File: src/rtl/apb_req_arbiter_pkg.sv
// Shared types and default widths for apb_req_arbiter and its round-robin picker.
`ifndef ADDR_WIDTH
`define ADDR_WIDTH 32
`endif
`ifndef DATA_WIDTH
`define DATA_WIDTH 32
`endif

package apb_arb_pkg;

  localparam int unsigned NUM_REQ_DEFAULT = 4;
  localparam int unsigned IDX_W = $clog2(NUM_REQ_DEFAULT);

  typedef enum logic [1:0] {
    ARB_IDLE,
    ISSUE,
    WAIT,
    RESP
  } arb_state_e;

  function automatic int unsigned idx_width(input int unsigned n);
    return (n > 1) ? $clog2(n) : 1;
  endfunction

endpackage

File: src/rtl/apb_req_arbiter_if.sv
// Arbiter <-> apb_master/slave signal bundle; master modport is the arbiter side.
interface apb_req_arbiter_if #(
  parameter int unsigned ADDR_WIDTH = `ADDR_WIDTH,
  parameter int unsigned DATA_WIDTH = `DATA_WIDTH
);
  logic                  transfer;
  logic                  READ_WRITE;
  logic [ADDR_WIDTH-1:0] apb_wr_addr;
  logic [ADDR_WIDTH-1:0] apb_rd_addr;
  logic [DATA_WIDTH-1:0] apb_wr_data;
  logic                  PSELx;
  logic                  PENABLE;
  logic                  PREADY;
  logic                  PSLVERR;
  logic [DATA_WIDTH-1:0] PRDATA;

  modport master (
    output transfer, READ_WRITE, apb_wr_addr, apb_rd_addr, apb_wr_data,
    input  PSELx, PENABLE, PREADY, PSLVERR, PRDATA
  );

  modport slave (
    input  transfer, READ_WRITE, apb_wr_addr, apb_rd_addr, apb_wr_data,
    output PSELx, PENABLE, PREADY, PSLVERR, PRDATA
  );
endinterface

File: src/rtl/apb_req_arbiter_rr_arbiter.sv
// Combinational winner picker: round-robin from ptr, or lowest index wins when
// APB_ARB_FIXED_PRIO_EN is defined.
module rr_arbiter
  import apb_arb_pkg::*;
#(
  parameter int unsigned NUM_REQ = NUM_REQ_DEFAULT,
  parameter int unsigned IdxW    = IDX_W
) (
  input  logic [NUM_REQ-1:0] req,
  input  logic [IdxW-1:0]    ptr,
  output logic [NUM_REQ-1:0] grant,
  output logic [IdxW-1:0]    idx
);

`ifdef APB_ARB_FIXED_PRIO_EN
  logic unused_ptr;
  assign unused_ptr = ^ptr;

  // Scan downwards so the lowest requesting index is written last.
  always_comb begin
    grant = '0;
    idx   = '0;
    for (int i = int'(NUM_REQ) - 1; i >= 0; i--) begin
      if (req[IdxW'(i)]) begin
        grant            = '0;
        grant[IdxW'(i)]  = 1'b1;
        idx              = IdxW'(i);
      end
    end
  end
`else
  always_comb begin
    int unsigned c;
    logic        found;
    grant = '0;
    idx   = '0;
    found = 1'b0;
    c     = 0;
    for (int unsigned i = 0; i < NUM_REQ; i++) begin
      c = 32'(ptr) + i;
      if (c >= NUM_REQ) c = c - NUM_REQ;
      if (!found && req[IdxW'(c)]) begin
        found            = 1'b1;
        grant[IdxW'(c)]  = 1'b1;
        idx              = IdxW'(c);
      end
    end
  end
`endif

endmodule

File: src/rtl/apb_req_arbiter.sv
// Shares one apb_master among NUM_REQ requesters, one transfer outstanding at a time.
// APB_ARB_FIXED_PRIO_EN selects fixed lowest-index priority instead of round-robin.
module apb_req_arbiter
  import apb_arb_pkg::*;
#(
  parameter int unsigned NUM_REQ    = 4,
  parameter int unsigned ADDR_WIDTH = `ADDR_WIDTH,
  parameter int unsigned DATA_WIDTH = `DATA_WIDTH
) (
  input  logic                          PCLK,
  input  logic                          PRESETn,
  input  logic [NUM_REQ-1:0]            req_valid,
  input  logic [NUM_REQ-1:0]            req_write,
  input  logic [NUM_REQ*ADDR_WIDTH-1:0] req_addr,
  input  logic [NUM_REQ*DATA_WIDTH-1:0] req_wdata,
  output logic [NUM_REQ-1:0]            req_ready,
  output logic [NUM_REQ-1:0]            rsp_valid,
  output logic [DATA_WIDTH-1:0]         rsp_rdata,
  output logic                          rsp_err,
  apb_req_arbiter_if.master             apb
);

  localparam int unsigned IdxW = idx_width(NUM_REQ);

  arb_state_e             state_q, state_d;
  logic [IdxW-1:0]        ptr_q;
  logic [IdxW-1:0]        winner_q, winner_d;
  logic                   transfer_q, transfer_d;
  logic                   rw_q, rw_d;
  logic [ADDR_WIDTH-1:0]  addr_q, addr_d;
  logic [DATA_WIDTH-1:0]  wdata_q, wdata_d;
  logic [DATA_WIDTH-1:0]  rdata_q, rdata_d;
  logic                   err_q, err_d;
  logic [NUM_REQ-1:0]     req_ready_q, req_ready_d;
  logic [NUM_REQ-1:0]     rsp_valid_q, rsp_valid_d;
  logic [NUM_REQ-1:0]     grant;
  logic [IdxW-1:0]        win_idx;

  rr_arbiter #(
    .NUM_REQ (NUM_REQ),
    .IdxW    (IdxW)
  ) u_rr_arbiter (
    .req   (req_valid),
    .ptr   (ptr_q),
    .grant (grant),
    .idx   (win_idx)
  );

`ifdef APB_ARB_FIXED_PRIO_EN
  assign ptr_q = '0;
`else
  logic [IdxW-1:0] ptr_d;
`endif

  always_comb begin
    state_d     = state_q;
    winner_d    = winner_q;
    transfer_d  = transfer_q;
    rw_d        = rw_q;
    addr_d      = addr_q;
    wdata_d     = wdata_q;
    rdata_d     = rdata_q;
    err_d       = err_q;
    req_ready_d = '0;
    rsp_valid_d = '0;
`ifndef APB_ARB_FIXED_PRIO_EN
    ptr_d       = ptr_q;
`endif
    unique case (state_q)
      ARB_IDLE: begin
        if (|req_valid) begin
          req_ready_d = grant;
          winner_d    = win_idx;
          rw_d        = req_write[win_idx];
          addr_d      = req_addr[32'(win_idx)*ADDR_WIDTH +: ADDR_WIDTH];
          wdata_d     = req_wdata[32'(win_idx)*DATA_WIDTH +: DATA_WIDTH];
          transfer_d  = 1'b1;
          state_d     = ISSUE;
`ifndef APB_ARB_FIXED_PRIO_EN
          ptr_d = (win_idx == IdxW'(NUM_REQ - 1)) ? '0 : win_idx + IdxW'(1);
`endif
        end
      end
      // Drop transfer once the master is in SETUP so it returns to IDLE after ACCESS.
      ISSUE: begin
        if (apb.PSELx && !apb.PENABLE) begin
          transfer_d = 1'b0;
          state_d    = WAIT;
        end
      end
      WAIT: begin
        if (apb.PSELx && apb.PENABLE && apb.PREADY) begin
          if (!rw_q) rdata_d = apb.PRDATA;
          err_d                 = apb.PSLVERR;
          rsp_valid_d[winner_q] = 1'b1;
          state_d               = RESP;
        end
      end
      RESP: begin
        state_d = ARB_IDLE;
      end
      default: state_d = ARB_IDLE;
    endcase
  end

  always_ff @(posedge PCLK or negedge PRESETn) begin
    if (!PRESETn) begin
      state_q     <= ARB_IDLE;
      winner_q    <= '0;
      transfer_q  <= 1'b0;
      rw_q        <= 1'b0;
      addr_q      <= '0;
      wdata_q     <= '0;
      rdata_q     <= '0;
      err_q       <= 1'b0;
      req_ready_q <= '0;
      rsp_valid_q <= '0;
    end else begin
      state_q     <= state_d;
      winner_q    <= winner_d;
      transfer_q  <= transfer_d;
      rw_q        <= rw_d;
      addr_q      <= addr_d;
      wdata_q     <= wdata_d;
      rdata_q     <= rdata_d;
      err_q       <= err_d;
      req_ready_q <= req_ready_d;
      rsp_valid_q <= rsp_valid_d;
    end
  end

`ifndef APB_ARB_FIXED_PRIO_EN
  always_ff @(posedge PCLK or negedge PRESETn) begin
    if (!PRESETn) ptr_q <= '0;
    else          ptr_q <= ptr_d;
  end
`endif

  assign req_ready       = req_ready_q;
  assign rsp_valid       = rsp_valid_q;
  assign rsp_rdata       = rdata_q;
  assign rsp_err         = err_q;
  assign apb.transfer    = transfer_q;
  assign apb.READ_WRITE  = rw_q;
  assign apb.apb_wr_addr = addr_q;
  assign apb.apb_rd_addr = addr_q;
  assign apb.apb_wr_data = wdata_q;

endmodule

File: src/flat_wrapper.sv
// flat-port wrapper written by rule: the top's interface ports become plain ports
module apb_req_arbiter_flat import apb_arb_pkg::*;
#(
  parameter int unsigned NUM_REQ    = 4,
  parameter int unsigned ADDR_WIDTH = `ADDR_WIDTH,
  parameter int unsigned DATA_WIDTH = `DATA_WIDTH
)
  (PCLK, PRESETn, req_valid, req_write, req_addr, req_wdata, req_ready, rsp_valid, rsp_rdata, rsp_err, apb_transfer, apb_READ_WRITE, apb_apb_wr_addr, apb_apb_rd_addr, apb_apb_wr_data, apb_PSELx, apb_PENABLE, apb_PREADY, apb_PSLVERR, apb_PRDATA);
  apb_req_arbiter_if #(.ADDR_WIDTH(ADDR_WIDTH), .DATA_WIDTH(DATA_WIDTH)) apb_i ();
  input  logic PCLK;
  input  logic PRESETn;
  input  logic [NUM_REQ-1:0] req_valid;
  input  logic [NUM_REQ-1:0] req_write;
  input  logic [NUM_REQ*ADDR_WIDTH-1:0] req_addr;
  input  logic [NUM_REQ*DATA_WIDTH-1:0] req_wdata;
  output logic [NUM_REQ-1:0] req_ready;
  output logic [NUM_REQ-1:0] rsp_valid;
  output logic [DATA_WIDTH-1:0] rsp_rdata;
  output logic rsp_err;
  output wire logic [$bits(apb_i.transfer)-1:0] apb_transfer;
  output wire logic [$bits(apb_i.READ_WRITE)-1:0] apb_READ_WRITE;
  output wire logic [$bits(apb_i.apb_wr_addr)-1:0] apb_apb_wr_addr;
  output wire logic [$bits(apb_i.apb_rd_addr)-1:0] apb_apb_rd_addr;
  output wire logic [$bits(apb_i.apb_wr_data)-1:0] apb_apb_wr_data;
  input wire logic [$bits(apb_i.PSELx)-1:0] apb_PSELx;
  input wire logic [$bits(apb_i.PENABLE)-1:0] apb_PENABLE;
  input wire logic [$bits(apb_i.PREADY)-1:0] apb_PREADY;
  input wire logic [$bits(apb_i.PSLVERR)-1:0] apb_PSLVERR;
  input wire logic [$bits(apb_i.PRDATA)-1:0] apb_PRDATA;
  assign apb_transfer = apb_i.transfer;
  assign apb_READ_WRITE = apb_i.READ_WRITE;
  assign apb_apb_wr_addr = apb_i.apb_wr_addr;
  assign apb_apb_rd_addr = apb_i.apb_rd_addr;
  assign apb_apb_wr_data = apb_i.apb_wr_data;
  assign apb_i.PSELx = apb_PSELx;
  assign apb_i.PENABLE = apb_PENABLE;
  assign apb_i.PREADY = apb_PREADY;
  assign apb_i.PSLVERR = apb_PSLVERR;
  assign apb_i.PRDATA = apb_PRDATA;
  apb_req_arbiter #(.NUM_REQ(NUM_REQ), .ADDR_WIDTH(ADDR_WIDTH), .DATA_WIDTH(DATA_WIDTH)) u_core (.PCLK(PCLK), .PRESETn(PRESETn), .req_valid(req_valid), .req_write(req_write), .req_addr(req_addr), .req_wdata(req_wdata), .req_ready(req_ready), .rsp_valid(rsp_valid), .rsp_rdata(rsp_rdata), .rsp_err(rsp_err), .apb(apb_i));
endmodule
File: config.mk
export PLATFORM = sky130hd
export DESIGN_NAME = apb_req_arbiter_flat
export DESIGN_NICKNAME = d
export VERILOG_FILES = /design/src/rtl/apb_req_arbiter_pkg.sv /design/src/rtl/apb_req_arbiter_if.sv /design/src/rtl/apb_req_arbiter_rr_arbiter.sv /design/src/rtl/apb_req_arbiter.sv /design/src/flat_wrapper.sv
export SDC_FILE = /design/constraint.sdc
export NUM_CORES = 1
export LEC_CHECK = 0
export ABC_AREA = 0
export CAP_MARGIN = 20
export CORE_AREA = 3 3 170 172
export CTS_CLUSTER_SIZE = 28
export DETAILED_ROUTE_END_ITERATION = 6
export DIE_AREA = 0 0 173 175
export HOLD_SLACK_MARGIN = 0.03
export PLACE_DENSITY = 0.7
export SYNTH_ARGS = -nofsm -noshare
export SYNTH_HDL_FRONTEND = slang
export SYNTH_SLANG_ARGS = --single-unit
File: constraint.sdc
create_clock -name PCLK -period 2.9 [get_ports PCLK]
set_input_delay 0.29 -clock PCLK [delete_from_list [all_inputs] [get_ports PCLK]]
set_output_delay 0.29 -clock PCLK [all_outputs]
set_load 0.005 [all_outputs]
Word level (Yosys, flattened, before mapping)
Index checks and enable logic that the tools add are counted.
{"block": "word_totals", "word_cells": 117, "output_inout_bits": 139, "register_bits": 113, "inputBits": 302}
{"block": "classes", "addsub": 8, "mux": 47, "reduce_logical": 23, "order_cmp": 15, "shift": 2, "bitwise": 4, "n_eq_ne": 7}
{"op": "variable part select 128 x 8 -> 32 bit", "n": 2}
{"op": "2-to-1 mux 4 bit", "n": 8}
{"op": "2-to-1 mux 2 bit", "n": 12}
{"op": "less-than comparator 2 x 3 -> 1 bit, second input constant", "n": 6}
{"op": "2-to-1 mux 1 bit", "n": 15}
{"op": "OR 4 bit", "n": 3}
{"op": "logical AND 1 bit", "n": 11}
{"op": "binary-select mux 1 bit (select 2 bit)", "n": 5}
{"op": "demux 1 bit (select 2 bit)", "n": 5}
{"op": "greater-or-equal comparator 2 x 1 -> 1 bit, second input constant", "n": 5}
{"op": "greater-or-equal comparator 3 bit, second input constant", "n": 3}
{"op": "AND reduction 3 bit", "n": 3}
{"op": "one-hot mux 2 bit (4 select lines)", "n": 1}
{"op": "subtractor 2 x 1 -> 2 bit, second input constant", "n": 4}
{"op": "adder 2 x 2 -> 3 bit, second input constant", "n": 2}
{"op": "equality test 2 bit, second input constant", "n": 3}
{"op": "inequality test 2 x 1 -> 1 bit, second input constant", "n": 3}
{"op": "zero test 1 bit", "n": 4}
{"op": "AND reduction 2 bit", "n": 2}
{"op": "OR reduction 4 bit", "n": 1}
{"op": "adder 2 x 1 -> 3 bit, second input constant", "n": 1}
{"op": "greater-or-equal comparator 2 x 3 -> 1 bit, second input constant", "n": 1}
{"op": "adder 2 x 1 -> 2 bit, second input constant", "n": 1}
{"op": "equality test 2 x 1 -> 1 bit, second input constant", "n": 1}
{"op": "other kinds (4)", "n": 4}

Logic depth before layout (Yosys ltp)
{"block": "depth", "depth_word": 16, "mapped_depth": 14, "depth_no_buf": 8}

Hierarchy
Synthesis repeated with hierarchy kept, for this count alone.
{"block": "hier_totals", "cells_unflattened": 561, "area_unflattened_um2": 6625.1}
{"module": "apb_req_arbiter", "area_each_um2": 6221.0, "cells_each": 513, "seq_area_each_um2": 2827.7, "instances": 1}
{"module": "rr_arbiter", "area_each_um2": 404.1, "cells_each": 48, "seq_area_each_um2": 0.0, "instances": 1}

Worst setup path before layout
Ideal clock, no wire load.
{"block": "synth_timing", "kind": "register to register", "startpoint": "reg u_core.ptr_q[0]", "endpoint": "reg u_core.addr_q[14], in the netlist u_core.apb.apb_rd_addr[14]", "path_stages_with_launch": 15, "required_time_ps": 2761, "setup_time_ps": 139, "slack_ps": -215, "path_buffers": 6, "synth_period_minus_slack_ps": 3115, "arrival_ps": 2975, "cell_sequence": "dfrtp_1 buf_2 buf_2 inv_1 ha_1 clkbuf_1 mux4_2 nor2b_1 buf_2 o21ai_2 nand2b_1 buf_4 buf_4 mux2i_1 o221ai_1"}
{"block": "synth_via", "elab_chain_cells": 15, "word_cells_on_any_way": 37, "cone_classes": "add/sub (7); order compare (4); shift (1); mux (19); reduce/logical (6)"}
{"element": "start: declaration", "line_no": "apb_req_arbiter.sv:26", "rtl": "logic [IdxW-1:0] ptr_q;"}
{"element": "start signal: assignment", "line_no": "apb_req_arbiter.sv:135", "rtl": "else ptr_q <= ptr_d;"}
{"element": "branches (longest 13 deep; another with adder 2 x 1 -> 3 bit)"}
{"element": "2-to-1 mux 2 bit *", "line_no": "apb_req_arbiter_rr_arbiter.sv:42", "rtl": "if (!found && req[IdxW'(c)]) begin"}
{"element": "variable part select 128 x 8 -> 32 bit *", "line_no": "apb_req_arbiter.sv:75", "rtl": "addr_d = req_addr[32'(win_idx)*ADDR_WIDTH +: ADDR_WIDTH];"}
{"element": "end signal: assignment", "line_no": "apb_req_arbiter.sv:123", "rtl": "addr_q <= addr_d;"}
{"element": "end: declaration", "line_no": "apb_req_arbiter.sv:30", "rtl": "logic [ADDR_WIDTH-1:0] addr_q, addr_d;"}
Mark *: on every way between the ends. The select of a mux whose other input is x is not followed.
A chain may end at the register's enable or synchronous reset.

Worst setup path in the final report
{"block": "layout_timing", "startpoint": "reg u_core.ptr_q[1]", "endpoint": "reg u_core.addr_q[5], in the netlist u_core.apb.apb_rd_addr[5]"}
The elaborated chain is that of the path after synthesis.

==> impl_metrics.py <==
metrics = {
    "status": {
        "status": "complete, no violations",
    },
    "pwr": {
        "p_leak_uw": 0.005245,
        "power_density_nw_per_um2": 1029,
        "ir_drop_v": 0.0007596,
    },
    "synthesis": {
        "synth-compound-area-share": 0.1332,
        "synth_top_family_by_area": "multiplexers",
        "netlist_instances": 735,
        "async_reset_ff_frac": 1.000,
        "synthAdderAreaFrac": 0.01661,
        "synthFlopType": "dfrtp_1",
        "synth_edf_count": 0,
        "synth_simple_gate_area_share": 0.1389,
        "synth_area_leaders": "dfrtp_1 38%, mux2_2 14%, mux2i_1 10%, o211ai_2 7.6%, nand3_1 7.6%",
        "syn_avg_cell_area_um2": 10.25,
        "synthesis.yosys.warnings": 0,
        "yosys.area.top_type": "dfrtp_1",
        "synth_commonest_cells": "114 x nand3_1, 113 x dfrtp_1, 92 x mux2_2",
        "synth_seq_cells": 113,
        "syn_area_um2": 7532,
        "synth_xor_area_frac": 0.001163,
        "synth_top_area_share": 0.3754,
        "yosys.cell_count.top_type": "nand3_1",
        "synth_cell_types": 46,
        "synth_nets": 1047,
        "synth.area.mux_share": 0.2488,
        "ys_seq_area_frac": 0.3754,
    },
    "floorplanning": {
        "rows": 61,
        "dieArea_um2": 30280,
        "fp.dieW_um": 173,
        "initial_core_util": 0.2726,
        "core_um2": 27630,
        "ios": 441,
        "die_y_um": 175,
    },
    "setup_path": {
        "worst-endpoint-arrival_ps": 3020,
        "startpoint_type": "register",
        "crit_slowest_cell": "mux4_2",
        "critPathTopFamily": "multiplexers",
        "cp_max_fo": 110,
        "reg2reg_to": "u_core.apb.apb_rd_addr[5]",
        "worstSetupStartpoint": "u_core.ptr_q[1]",
        "endpoint": "u_core.apb.apb_rd_addr[5]",
        "critPathBufInv": 3,
        "path_cells": "buf_4 -> mux4_2 -> nor2b_1 -> buf_4 -> o21ai_4 -> buf_12 -> nand3_1 -> mux2_2 -> o211ai_1",
        "cp_data_required_time_ps": 3220,
        "r2r_start": "u_core.ptr_q[1]",
        "crit_path_max_incr_delay_ps": 500,
        "cp_common_cell": "buf_4",
        "r2r_cells": 9,
        "cp-end-kind": "register",
        "crit_type": "reg -> reg",
        "crit_cells": 9,
        "r2r_setup_slack_ps": 200,
    },
    "clocking": {
        "path_clk_slew_ps": 70,
        "cts_resized": 0,
        "cts.path.max_buffers": 2,
        "clock_sinks": 113,
        "cts_root_buf": "clkbuf_16",
        "clk_latency_ps": 410,
        "cts_tree": "built",
        "htreeDepth": 4,
        "post_cts.repair.setup_buffers": 0,
        "numCtsBuffers": 17,
    },
    "global_route": {
        "antenna_found_initial": 1,
        "grt_use_total": 0.1761,
        "grt_pass1_wl_um": 42450,
        "grt_overflow": 0,
        "grt_pass1_vias": 7524,
        "grt_max_degree": 111,
    },
    "timing": {
        "final-setup-viol-count": 0,
        "rsz0062_at_grt": "false",
        "fin_crit_sh": 0.9321,
        "max_freq_ghz": 0.3699,
        "period_needed_ps": 2703,
        "tightest_slew_ps": 637.8,
        "skew_ps": 14.38,
        "slew_headroom": 0.5709,
        "slew_viol_final": 0,
        "finalHoldViolCount": 0,
    },
    "routing": {
        "drt_iter0_drc": 312,
        "vias": 7295,
        "routed_wl_um": 27940,
        "drtAntennaViolNets": 0,
        "first_pass_iters": 5,
        "vias_per_cell": 4.746,
        "wl_per_cell_um": 18.18,
        "drcViolationCount": 0,
    },
    "layout": {
        "drive_above_1_share": 0.1969,
        "final_util": 0.4697,
        "design_area_um2": 12980,
        "finish.net_count": 1457,
        "area_growth_pct": 72.28,
        "nFillCells": 2648,
    },
    "placed_design": {
        "dpl_cell_area_um2": 12370,
        "gp_congestion": 0.8189,
        "hpwl_um": 21330,
        "portBuffers": 440,
    },
    "run": {
        "drv_cap": 0,
    },
    "worst_hold_path": {
        "min_path_type": "in -> async",
    },
}
[stage by stage]
step                      hold WS, ps  worst slack, ps  cells  total power (uW)  TNS (ps)
final                           433.9            196.9   1537             13350         0
after global routing            449.3            40.01   1537             14220         0
after CTS                       419.2            125.6   1536             13540         0
after detailed placement        329.8           -12.64   1503             11260    -12.64
after global placement          329.6            67.04   1503             11120         0
after floorplan                -5.591            31.58    735              7661         0
[registers in the layout (all words and copies together) (netlist names)]
signal and flops:
u_core.winner_q 2, u_core.rsp_rdata 32, u_core.apb.READ_WRITE 1, u_core.state_q 2, u_core.ptr_q 2, u_core.apb.apb_wr_data 32
u_core.req_ready 4, u_core.rsp_valid 4, u_core.rsp_err 1, u_core.apb.transfer 1, u_core.apb.apb_rd_addr 32
[repair_timing]
item / CTS / global route
hold buffers: 1 / 0
endpoints found under the setup margin: 0 / 0
hold endpoints to repair: 38 / 0
[cell families after synthesis]
logic type | count (synthesis)
adders and majority gates | 10
xor gates and xnor gates | 1
buffers and inverters | 113
DFF | 113
and+or+nand+nor | 227
muxes | 172
AOI/OAI and AO/OA | 99
[where the power goes]
part           internal, uW  switching [uW]
Clock                  1350             835
Sequential             2340             512
Combinational          4550            3760
[layout make-up]
| cell class | instances | area, um^2 | area share |
|---|---|---|---|
| diodes | 1 | 2.502 | 0.0001928 |
| clock buffers | 19 | 432.9 | 0.03336 |
| clock inverters | 13 | 161.4 | 0.01244 |
| inverters | 15 | 56.30 | 0.004339 |
| multi-input cells | 509 | 4088 | 0.3150 |
| flip-flops and latches | 113 | 2828 | 0.2179 |
| well taps | 378 | 473.0 | 0.03645 |
| repair buffers | 489 | 4935 | 0.3803 |
[routing by layer]
layer	vias to the layer above	part of all wire	track usage
li1	3459	-	-
met1	3503	0.41	0.2107
met2	317	0.51	0.3116
met3	16	0.078	0.05020
met4	0	0.011	0.04426
met5	-	0	0
[worst min-delay path by stage]
stage | startpoint | endpoint | slack (ps) | cells past startpoint
after floorplan | PRESETn | u_core.apb.READ_WRITE | -6 | 0
final | PRESETn | u_core.apb.apb_rd_addr[25] | 430 | 2
after global placement | PRESETn | u_core.apb.apb_rd_addr[26] | 330 | 1
after global routing | apb_PSLVERR | u_core.rsp_err | 450 | 3
after detailed placement | PRESETn | u_core.apb.apb_rd_addr[26] | 330 | 1
after CTS | apb_PSLVERR | u_core.rsp_err | 420 | 3
[layout by cell type (no fill, tap or decap), types with 3 or more instances in the layout]
master,n
clkdlybuf4s50_1,439
nand3_1,114
dfrtp_1,113
mux2_2,92
mux2i_1,77
nand2_1,75
o211ai_2,46
buf_4,36
clkbuf_16,17
nor2_1,16
inv_1,15
buf_12,13
o211ai_1,12
ha_1,10
a21oi_1,9
o221ai_1,7
nand2b_1,6
a22oi_1,4
clkinvlp_4,4
a222oi_1,3
and3_1,3
mux4_2,3
bufinv_16,3
clkinv_2,3
Power figures use the tool's default switching activity.
